**config.mk**
```make
export PLATFORM = sky130hd
export DESIGN_NAME = ram_2x412_queue_ctrl_flat
export DESIGN_NICKNAME = d
export VERILOG_FILES = /design/src/rtl/ram_2x412_queue_ctrl_pkg.sv /design/src/rtl/ram_2x412_queue_ctrl_if.sv /design/src/rtl/ram_2x412_queue_ctrl_ptr.sv /design/src/rtl/ram_2x412_queue_ctrl.sv /design/src/flat_wrapper.sv
export SDC_FILE = /design/constraint.sdc
export NUM_CORES = 1
export LEC_CHECK = 0
export ABC_AREA = 1
export BUFFER_PORTS_ARGS = -buffer_cell sky130_fd_sc_hd__buf_2
export CAP_MARGIN = 20
export CORE_AREA = 8 8 648 650
export CTS_CLUSTER_DIAMETER = 200
export DETAILED_ROUTE_END_ITERATION = 8
export DIE_AREA = 0 0 656 658
export SLEW_MARGIN = 30
export SYNTH_ARGS = -nofsm -noshare
export SYNTH_HDL_FRONTEND = slang
export SYNTH_SLANG_ARGS = --single-unit
```
**constraint.sdc**
```tcl
create_clock -name clock -period 1.7 [get_ports clock]
set_clock_uncertainty 0.15 [all_clocks]
set_input_delay 0.17 -clock clock [delete_from_list [all_inputs] [get_ports clock]]
set_output_delay 0.17 -clock clock [all_outputs]
set_load 0.01 [all_outputs]
```
**src/rtl/ram_2x412_queue_ctrl_pkg.sv**
```systemverilog
// Shared widths and types for the 2-entry x 412-bit RAM-backed queue.
package ram_queue_pkg;
  localparam int QUEUE_DATA_W = 412;
  localparam int QUEUE_DEPTH  = 2;
  localparam int QUEUE_PTR_W  = $clog2(QUEUE_DEPTH);

  typedef logic [QUEUE_PTR_W-1:0] queue_ptr_t;
  typedef logic [QUEUE_PTR_W:0]   queue_cnt_t;
endpackage

```
**src/rtl/ram_2x412_queue_ctrl_if.sv**
```systemverilog
// Producer/consumer ready-valid bundle for the queue controller.
// A beat transfers on an edge where valid & ready are both 1; valid never waits on ready.
interface ram_2x412_queue_ctrl_if #(
  parameter int DATA_W = 412
);
  logic              enq_valid;
  logic              enq_ready;
  logic [DATA_W-1:0] enq_bits;
  logic              deq_valid;
  logic              deq_ready;
  logic [DATA_W-1:0] deq_bits;

  modport slave (
    input  enq_valid, enq_bits, deq_ready,
    output enq_ready, deq_valid, deq_bits
  );

  modport master (
    output enq_valid, enq_bits, deq_ready,
    input  enq_ready, deq_valid, deq_bits
  );
endinterface

```
**src/rtl/ram_2x412_queue_ctrl_ptr.sv**
```systemverilog
// Wrapping pointer register with increment enable and synchronous clear.
module ram_queue_ptr #(
  parameter int W = 1
) (
  input  logic         clock,
  input  logic         reset,
  input  logic         clear,
  input  logic         inc,
  output logic [W-1:0] ptr
);
  logic [W-1:0] ptr_q, ptr_d;

  always_comb begin
    ptr_d = ptr_q;
    if (clear)    ptr_d = '0;
    else if (inc) ptr_d = ptr_q + 1'b1;
  end

  always_ff @(posedge clock) begin
    if (!reset) ptr_q <= '0;
    else        ptr_q <= ptr_d;
  end

  assign ptr = ptr_q;
endmodule

```
**src/rtl/ram_2x412_queue_ctrl.sv**
```systemverilog
// 2-deep ready/valid queue controller driving an external async-read/sync-write RAM.
// Define RAM_QUEUE_PIPE_EN to let a full queue accept an enqueue while it dequeues.
module ram_2x412_queue_ctrl
  import ram_queue_pkg::*;
#(
  parameter int DATA_W = QUEUE_DATA_W,
  parameter int DEPTH  = QUEUE_DEPTH
) (
  input  logic                      clock,
  input  logic                      reset,
  input  logic                      flush,
  ram_2x412_queue_ctrl_if.slave     q_if,
  output logic [$clog2(DEPTH):0]    count,
  output logic [$clog2(DEPTH)-1:0]  ram_W0_addr,
  output logic                      ram_W0_en,
  output logic [DATA_W-1:0]         ram_W0_data,
  output logic [$clog2(DEPTH)-1:0]  ram_R0_addr,
  output logic                      ram_R0_en,
  input  logic [DATA_W-1:0]         ram_R0_data
);
  localparam int PTR_W = $clog2(DEPTH);

  logic [PTR_W-1:0] head, tail;
  logic             maybe_full_q, maybe_full_d;
  logic             ptr_match, empty, full;
  logic             enq_fire, deq_fire;
  logic             enq_ready, deq_valid;
  logic [PTR_W-1:0] occ;

  assign ptr_match = (head == tail);
  assign empty     = ptr_match & ~maybe_full_q;
  assign full      = ptr_match &  maybe_full_q;

`ifdef RAM_QUEUE_PIPE_EN
  // Async read lets the freed head slot be overwritten on the same edge it is read.
  assign enq_ready = (~full | q_if.deq_ready) & reset;
`else
  assign enq_ready = ~full & reset;
`endif
  assign deq_valid = ~empty & reset;

  assign enq_fire = q_if.enq_valid & enq_ready;
  assign deq_fire = deq_valid & q_if.deq_ready;

  assign q_if.enq_ready = enq_ready;
  assign q_if.deq_valid = deq_valid;
  assign q_if.deq_bits  = ram_R0_data;

  assign ram_W0_addr = tail;
  assign ram_W0_en   = enq_fire & ~flush;
  assign ram_W0_data = q_if.enq_bits;
  assign ram_R0_addr = head;
  assign ram_R0_en   = deq_valid;

  ram_queue_ptr #(.W(PTR_W)) u_head (
    .clock (clock),
    .reset (reset),
    .clear (flush),
    .inc   (deq_fire),
    .ptr   (head)
  );

  ram_queue_ptr #(.W(PTR_W)) u_tail (
    .clock (clock),
    .reset (reset),
    .clear (flush),
    .inc   (enq_fire),
    .ptr   (tail)
  );

  always_comb begin
    maybe_full_d = maybe_full_q;
    if (flush)                      maybe_full_d = 1'b0;
    else if (enq_fire != deq_fire)  maybe_full_d = enq_fire;
  end

  always_ff @(posedge clock) begin
    if (!reset) maybe_full_q <= 1'b0;
    else        maybe_full_q <= maybe_full_d;
  end

  assign occ   = tail - head;
  assign count = full ? (PTR_W+1)'(DEPTH) : {1'b0, occ};
endmodule

```
**src/flat_wrapper.sv**
```systemverilog
// flat-port wrapper written by rule: the top's interface ports become plain ports
module ram_2x412_queue_ctrl_flat import ram_queue_pkg::*;
#(
  parameter int DATA_W = QUEUE_DATA_W,
  parameter int DEPTH  = QUEUE_DEPTH
)
  (clock, reset, flush, count, ram_W0_addr, ram_W0_en, ram_W0_data, ram_R0_addr, ram_R0_en, ram_R0_data, q_if_enq_valid, q_if_enq_bits, q_if_deq_ready, q_if_enq_ready, q_if_deq_valid, q_if_deq_bits);
  ram_2x412_queue_ctrl_if #(.DATA_W(DATA_W)) q_if_i ();
  input  logic clock;
  input  logic reset;
  input  logic flush;
  output logic [$clog2(DEPTH):0] count;
  output logic [$clog2(DEPTH)-1:0] ram_W0_addr;
  output logic ram_W0_en;
  output logic [DATA_W-1:0] ram_W0_data;
  output logic [$clog2(DEPTH)-1:0] ram_R0_addr;
  output logic ram_R0_en;
  input  logic [DATA_W-1:0] ram_R0_data;
  input wire logic [$bits(q_if_i.enq_valid)-1:0] q_if_enq_valid;
  input wire logic [$bits(q_if_i.enq_bits)-1:0] q_if_enq_bits;
  input wire logic [$bits(q_if_i.deq_ready)-1:0] q_if_deq_ready;
  output wire logic [$bits(q_if_i.enq_ready)-1:0] q_if_enq_ready;
  output wire logic [$bits(q_if_i.deq_valid)-1:0] q_if_deq_valid;
  output wire logic [$bits(q_if_i.deq_bits)-1:0] q_if_deq_bits;
  assign q_if_i.enq_valid = q_if_enq_valid;
  assign q_if_i.enq_bits = q_if_enq_bits;
  assign q_if_i.deq_ready = q_if_deq_ready;
  assign q_if_enq_ready = q_if_i.enq_ready;
  assign q_if_deq_valid = q_if_i.deq_valid;
  assign q_if_deq_bits = q_if_i.deq_bits;
  ram_2x412_queue_ctrl #(.DATA_W(DATA_W), .DEPTH(DEPTH)) u_core (.clock(clock), .reset(reset), .flush(flush), .q_if(q_if_i), .count(count), .ram_W0_addr(ram_W0_addr), .ram_W0_en(ram_W0_en), .ram_W0_data(ram_W0_data), .ram_R0_addr(ram_R0_addr), .ram_R0_en(ram_R0_en), .ram_R0_data(ram_R0_data));
endmodule
```
==> metrics.md, run 1 <==
| Metric | Value |
|---|---|
| Area growth syn-to-layout | 12.5% |
| Xor/xnor share of the synthesized area | 0% |
| Worst Tran Pin Value | 0.540 ns |
| Cell type with the largest total area after synthesis | buf_4 |
| Number of DRC markers in iteration 0 | 230 |
| Placed insts | 5,500 |
| Nets | 883 |
| Hold-fix buffers, CTS | 0 |
| First-pass GRT wire length | 398,000 um |
| Final setup viols | 0 |
| RSZ-0062 raised after global routing | false |
| Worst Setup Start Kind | flop |
| H-tree Lvls | 1 |
| Largest net degree at the start of global routing | 9 |
| Chip Height | around 660 um |
| Die X | roughly 660 um |
| Post-synthesis mux area share | 0% |
| Adder-cell share of the synthesized area | 0% |
| PortBufs | 12 |
| Simple-gate share of the synthesized area | 2.04% |
| Clk buf depth | 2 |
| Gr busiest metal | met3 |
| Internal power | 411 uW |
| Syn avg cell area | 7.47 um^2 |
| Tcrit/Tclk final | 96.6% |
| Leak Pwr | about 0.00024 uW |
| PD cells | 76.4 mW/mm^2 |
| P_sw | 143 uW |
| Hpwl dp | about 370,000 um |
| CTS tree | done |
| Critical Path RT | 1.38 ns |
| Status | finished, final reports clean |
| Met1 Usage GRT | 2.56% |
| Vias per cell | roughly 0.54 |
| Syn nets | 1,692 |
| Mapped Cells | 863 |
| Total of warnings raised by yosys | 0 |
| Synth Area in Compound Gates | 0.155% |
| Switching Fraction | 25.9% |
| Min Clock Period, post-route | 1.64 ns |
| Gr ovfl total | 0 |
| Clk network pwr share | 69.9% |
| Mapped Area | 0.00645 mm^2 |
| Met2 Use GR | roughly 28% |
| Clk Tree Root Cell | clkbuf_16 |
| Crit Path Category | flop to output port |
| VDD IR max | 187 uV |
| Count of cell types in the netlist | 15 |
| Layout cell share with drive strength beyond 1 | 54.7% |
| Critical path capture point type | output port |
| Crit path max-delay family | buffers and inverters |
| Count of final hold-check violations | 0 |
| Final instance area | 0.00726 mm^2 |
| Worst path cell trace | inv_1, nand2_2, nand3_2, nand2_1, inv_1, buf_12, buf_2 |
| Max-Slew Margin vs Limit | 64.2% |
| Die Area | 0.432 mm^2 |
| DRC | 0 |
| Crit path top cell by count | inv_1 |
| Wire length per cell | 70.2 um |
| Clk pin slew, worst setup/hold paths | roughly 0.03 ns |
| Crit Path Max Fanout | 4 |
| Most common library cell in the layout ignoring fill and taps | buf_2 |
| Crit-path max cell delay | 0.35 ns |
| Max Clk Rate | 0.609 GHz |
| Sequential share of the synthesized area | 0.931% |
| Setup ws final | 0.0570 ns |
| Placed cell area | 0.00717 mm^2 |
| GR met3 Demand/Resource | 32.6% |
| GR Util All Layers | 17.2% |
| Routed WL | 387,000 um |
| Clk_lat worst skew | 0.23 ns |
| Worst EP arrival | 1.32 ns |
| Routability cong. | 0.661 |
| Setup TNS | 0 ns |
| Combinational group share of total power | roughly 17% |
| Final std cells w/o fill | approximately 5,500 |
| Min-delay worst type | input pin to flop |
| Main combinational cell family by area after synthesis | buffers and inverters |
| Post-placement setup slack | 0.240 ns |
| Commonest non-fill, non-tap cells in the layout | buf_2, inv_1, nand2_1 |
| Slowest cell on crit path | dfxtp_2 |
| Sequential group share of total power | a little over an eighth |
| Pins Over Slew Limit | 0 |
| Via Count | about 3,000 |
| Synth Register Bits | 3 |
| Synth top area cells | buf_4, dfxtp_1, inv_1 |
| First drt pass iteration count | 5 |
| Vias in the first global route | 2,604 |
| Initial Util | 1.58% |
| Cts bufs inserted | 3 |
| Filler Cell Count | 49,100 |
| Antenna viol nets, final | 0 |
| Yosys top cell area share | 96.3% |
| WP buf/inv | 4 |
| Antenna violations before repair | 4 |
| Row Count | 235 |
| Total of max-cap violations | 0 |
| # clock sinks | 3 |
| CORE AREA | 0.409 mm^2 |
| Io pins | about 1,700 |
-- layer usage --
| metal | part of all wire (%) | vias to the layer above |
|---|---|---|
| met5 | 0.35 | - |
| met4 | 8.9 | 30 |
| met3 | 40 | 660 |
| met2 | 45 | 1550 |
| met1 | 5.3 | 570 |
| li1 | - | 147 |
-- registers in the layout, indices dropped and copies added (netlist names) --
name	cells
u_core.maybe_full_q	1
u_core.u_head.ptr	1
u_core.u_tail.ptr	1
-- layout make-up --
class	count	area, um^2	area share (%)
multi-input combinational	23	144	1.98
clock buffer	4	78.8	1.09
antenna	1	2.50	0.0345
sequential	3	62.6	0.862
inverter	10	37.5	0.517
timing repair buffer	13	110	1.52
tap	5451	6820	94.0
-- worst register-to-register path: stages, from the launching register on --
cell and delay, ns:
dfxtp_2 0.35, inv_1 0.07, nand2_2 0.11, nand3_4 0.10
nand3_2 0.11, nand2_1 0.06, inv_1 0.05, nor2_1 0.04
-- Yosys cell counts --
library cell and instances:
buf_4 827, inv_1 8, nand2_1 7, dfxtp_1 3
nand2_2 3, nand4_1 3, inv_2 2, nand3_2 2
nor2_1 2, a21oi_1 1, nand3_1 1, nand3_4 1
nor2_2 1, nor2_4 1, o21ai_0 1
-- metrics by stage --
stage,power [uW],util [%],hold WS (ns)
5_1_grt,575,1.77,0.131
4_1_cts,565,1.77,0.0928
3_3_place_gp,171,1.75,0.190
3_5_place_dp,170,1.75,0.190
2_1_floorplan,2100,-,0.169
6_report,555,1.78,0.113
-- what timing repair did --
| action | CTS | global route |
|---|---|---|
| gates resized for setup | 3 | 0 |
| setup buffers | 0 | 0 |
| endpoints found under the setup margin | 2 | 0 |
-- power groups by stage --
stage | registers (uW) | clock network, uW | logic (uW)
2_1_floorplan | 76.5 | 0 | 2030
3_3_place_gp | 76.2 | 0 | 94.4
3_5_place_dp | 76.6 | 0 | 93.8
4_1_cts | 75.8 | 395 | 94.7
5_1_grt | 76.0 | 401 | 98.7
6_report | 75.8 | 387 | 91.4
-- logic make-up after synthesis --
logic type             count (synthesis)
buffers and inverters                837
and+or+nand+nor                       21
DFF                                    3
AOI/OAI and AO/OA                      2
-- final timing paths --
check / startpoint / endpoint / slack [ns] / cells after the start
hold reg to reg: u_core.maybe_full_q / u_core.maybe_full_q / 0.39 / 2
hold / removal: flush / u_core.u_tail.ptr / 0.11 / 4
setup / recovery: u_core.u_head.ptr / q_if_deq_valid / 0.06 / 7
setup reg to reg: u_core.u_head.ptr / u_core.u_tail.ptr / 0.56 / 7
Note: power is estimated with default switching activity, not from simulation.
==> inputs of run 2 (changes only) <==
--- a/config.mk
+++ b/config.mk
@@ -8,10 +8,11 @@
 export ABC_AREA = 1
 export BUFFER_PORTS_ARGS = -buffer_cell sky130_fd_sc_hd__buf_2
 export CAP_MARGIN = 20
-export CORE_AREA = 8 8 648 650
-export CTS_CLUSTER_DIAMETER = 200
+export CORE_AREA = 3 3 643 645
+export CTS_CLUSTER_DIAMETER = 50
+export CTS_CLUSTER_SIZE = 40
 export DETAILED_ROUTE_END_ITERATION = 8
-export DIE_AREA = 0 0 656 658
+export DIE_AREA = 0 0 646 648
 export SLEW_MARGIN = 30
 export SYNTH_ARGS = -nofsm -noshare
 export SYNTH_HDL_FRONTEND = slang
==> metrics.md, run 2 (synthesized netlist as in run 1, its figures left out) <==
| Metric | Value |
|---|---|
| Antenna viol nets, final | 0 (unchanged) |
| CORE AREA | 0.409 mm^2 (unchanged) |
| Tcrit/Tclk final | 94.1% (was 96.6%) |
| Hpwl dp | 372,000 um (was 373,000 um) |
| Largest net degree at the start of global routing | 9 (unchanged) |
| Worst Reg-to-Reg Cells | 7 (unchanged) |
| DRC | 0 (unchanged) |
| Critical Path RT | 1.38 ns (about the same) |
| Max-Slew Margin vs Limit | 78.9% (was 64.2%) |
| Layout cell share with drive strength beyond 1 | 51.9% (was 54.7%) |
| Wire length per cell | 70.2 um (about the same) |
| Most common library cell in the layout ignoring fill and taps | buf_2 (unchanged) |
| Pins Over Slew Limit | 0 (unchanged) |
| Vias in the first global route | 2,603 (was 2,604) |
| Worst EP arrival | 1.28 ns (was 1.32 ns) |
| Worst Setup Start Kind | flop (unchanged) |
| Clk buf depth | 2 (unchanged) |
| Worst Tran Pin Value | 0.318 ns (was 0.540 ns) |
| Hold_ws | 0.128 ns (was 0.113 ns) |
| Overall power | 536 uW (was 555 uW) |
| Met2 wire length | 177,000 um (was 175,000 um) |
| R2R Setup Slk | 0.53 ns (was 0.56 ns) |
| Routed WL | 386,000 um (was 387,000 um) |
| Count of final hold-check violations | 0 (unchanged) |
| Final setup viols | 0 (unchanged) |
| CTS tree | done (unchanged) |
| Status | finished, final reports clean (unchanged) |
| Crit Path Category | flop to output port (unchanged) |
| Min-delay worst type | input pin to flop (unchanged) |
| Area taken by flip-flops and latches | 60.1 um^2 (was 62.6 um^2) |
| Setup ws final | 0.0997 ns (was 0.0570 ns) |
| Die Area | 0.419 mm^2 (was 0.432 mm^2) |
| Die X | 646 um (was 656 um) |
| Total of max-cap violations | 0 (unchanged) |
| Top routing layer used | met5 (unchanged) |
| WHS Path Cells | 4 (unchanged) |
| PortBufs | 12 (unchanged) |
| Leak Pwr | 0.000224 uW (was 0.000238 uW) |
| Row Count | 235 (unchanged) |
| Min Clock Period, post-route | 1.60 ns (was 1.64 ns) |
| Cts bufs inserted | 3 (unchanged) |
| Clk pin slew, worst setup/hold paths | 0.03 ns (about the same) |
| Antenna violations before repair | 5 (was 4) |
| Clk Tree Root Cell | clkbuf_16 (unchanged) |
| Area growth syn-to-layout | 12.0% (was 12.5%) |
| Gr ovfl total | 0 (unchanged) |
| Initial Util | 1.58% (unchanged) |
| Clk_lat worst skew | 0.23 ns (about the same) |
| Routability cong. | 0.674 (was 0.661) |
| Commonest non-fill, non-tap cells in the layout | buf_2, inv_1, nand2_1 (unchanged) |
| Max Clk Rate | 0.625 GHz (was 0.609 GHz) |
| Crit Path Max Fanout | 4 (unchanged) |
| Nets | 882 (was 883) |
| VDD IR max | 236 uV (was 187 uV) |
| Chip Height | 648 um (was 658 um) |
| PD cells | 74.3 mW/mm^2 (was 76.4 mW/mm^2) |
| H-tree Lvls | 1 (unchanged) |
| WHS Endpoint | u_core.maybe_full_q (was u_core.u_tail.ptr) |
| Area of the multi-input gates | 144 um^2 (unchanged) |
| Met1 Wirelength | 17,800 um (was 20,700 um) |
| Vias per cell | 0.554 (was 0.537) |
| # clock sinks | 3 (unchanged) |
| Metal3 WL | 157,000 um (was 155,000 um) |
| First drt pass iteration count | 5 (unchanged) |
| R2R Path End | u_core.u_tail.ptr (unchanged) |
| Via Count | 3,051 (was 2,957) |
| Post-Route Utilization | 1.77% (was 1.78%) |
| Hold Startpoint | flush (unchanged) |
| Io pins | 1,661 (unchanged) |
| Worst r2r src | u_core.u_head.ptr (unchanged) |
| Post-placement setup slack | 0.243 ns (was 0.240 ns) |
| Filler Cell Count | 49,100 (about the same) |
| GR Util All Layers | 17.8% (was 17.2%) |
| First-pass GRT wire length | 395,000 um (was 398,000 um) |
| Critical path capture point type | output port (unchanged) |
| Number of DRC markers in iteration 0 | 283 (was 230) |
==> run 2: cell types whose count changed in the layout (fill, tap and decap cells not counted) <==
cell      delta
inv_1        -1
inv_2        +1
dfxtp_2      -2
dfxtp_1      +2
buf_12       -2
clkbuf_4     +1
diode_2      +1
==> run 2: how the worst max path moves through the flow <==
stage                           start        endpoint  cells after the start
global placement    u_core.u_head.ptr       ram_R0_en                      6
finish              u_core.u_tail.ptr       ram_W0_en                      5
CTS                 u_core.u_tail.ptr       ram_W0_en                      5
floorplan           u_core.u_head.ptr       ram_R0_en                      6
detailed placement  u_core.u_tail.ptr       ram_R0_en                      5
global route        u_core.u_tail.ptr  q_if_enq_ready                      6
==> run 2: layer usage <==
layer  vias up  GRT usage (%)
met5         -           2.00
met4        24           12.9
met3       633           34.1
met2      1705           28.9
met1       543           2.28
li1        146              -
==> run 2: critical path, stage by stage (launching register included) <==
cell	delay, ns
dfxtp_1	0.40
nand2_2	0.13
nand3_4	0.09
nand3_2	0.10
nor2_2	0.15
buf_12	0.15
==> run 2: through the flow <==
step           TNS [ns]  cell area (um^2)  instances
2_1_floorplan         0              6450        863
3_3_place_gp          0              7130       5499
3_5_place_dp          0              7130       5499
4_1_cts               0              7210       5503
5_1_grt        -0.00247              7220       5505
6_report              0              7220       5505
==> run 2: area by class of cell <==
class                           instances  area share [%]
Antenna cell                            2          0.0693
Clock buffer                            4            1.09
Inverter                               10           0.520
Multi-Input combinational cell         23            1.99
Sequential cell                         3           0.831
Tap cell                             5451            94.4
Timing Repair Buffer                   12            1.07
==> run 2: repair_timing <==
action | 4_1_cts | 5_1_grt
resized for setup | 1 | 2
hold buffers | 0 | 0
endpoints found under the setup margin | 1 | 2
setup buffers | 0 | 0
==> run 2: where the power goes <==
part	switching, uW	internal (uW)
clock	74.1	310
combinational	54.8	21.7
sequential	2.62	72.9
total	132	405
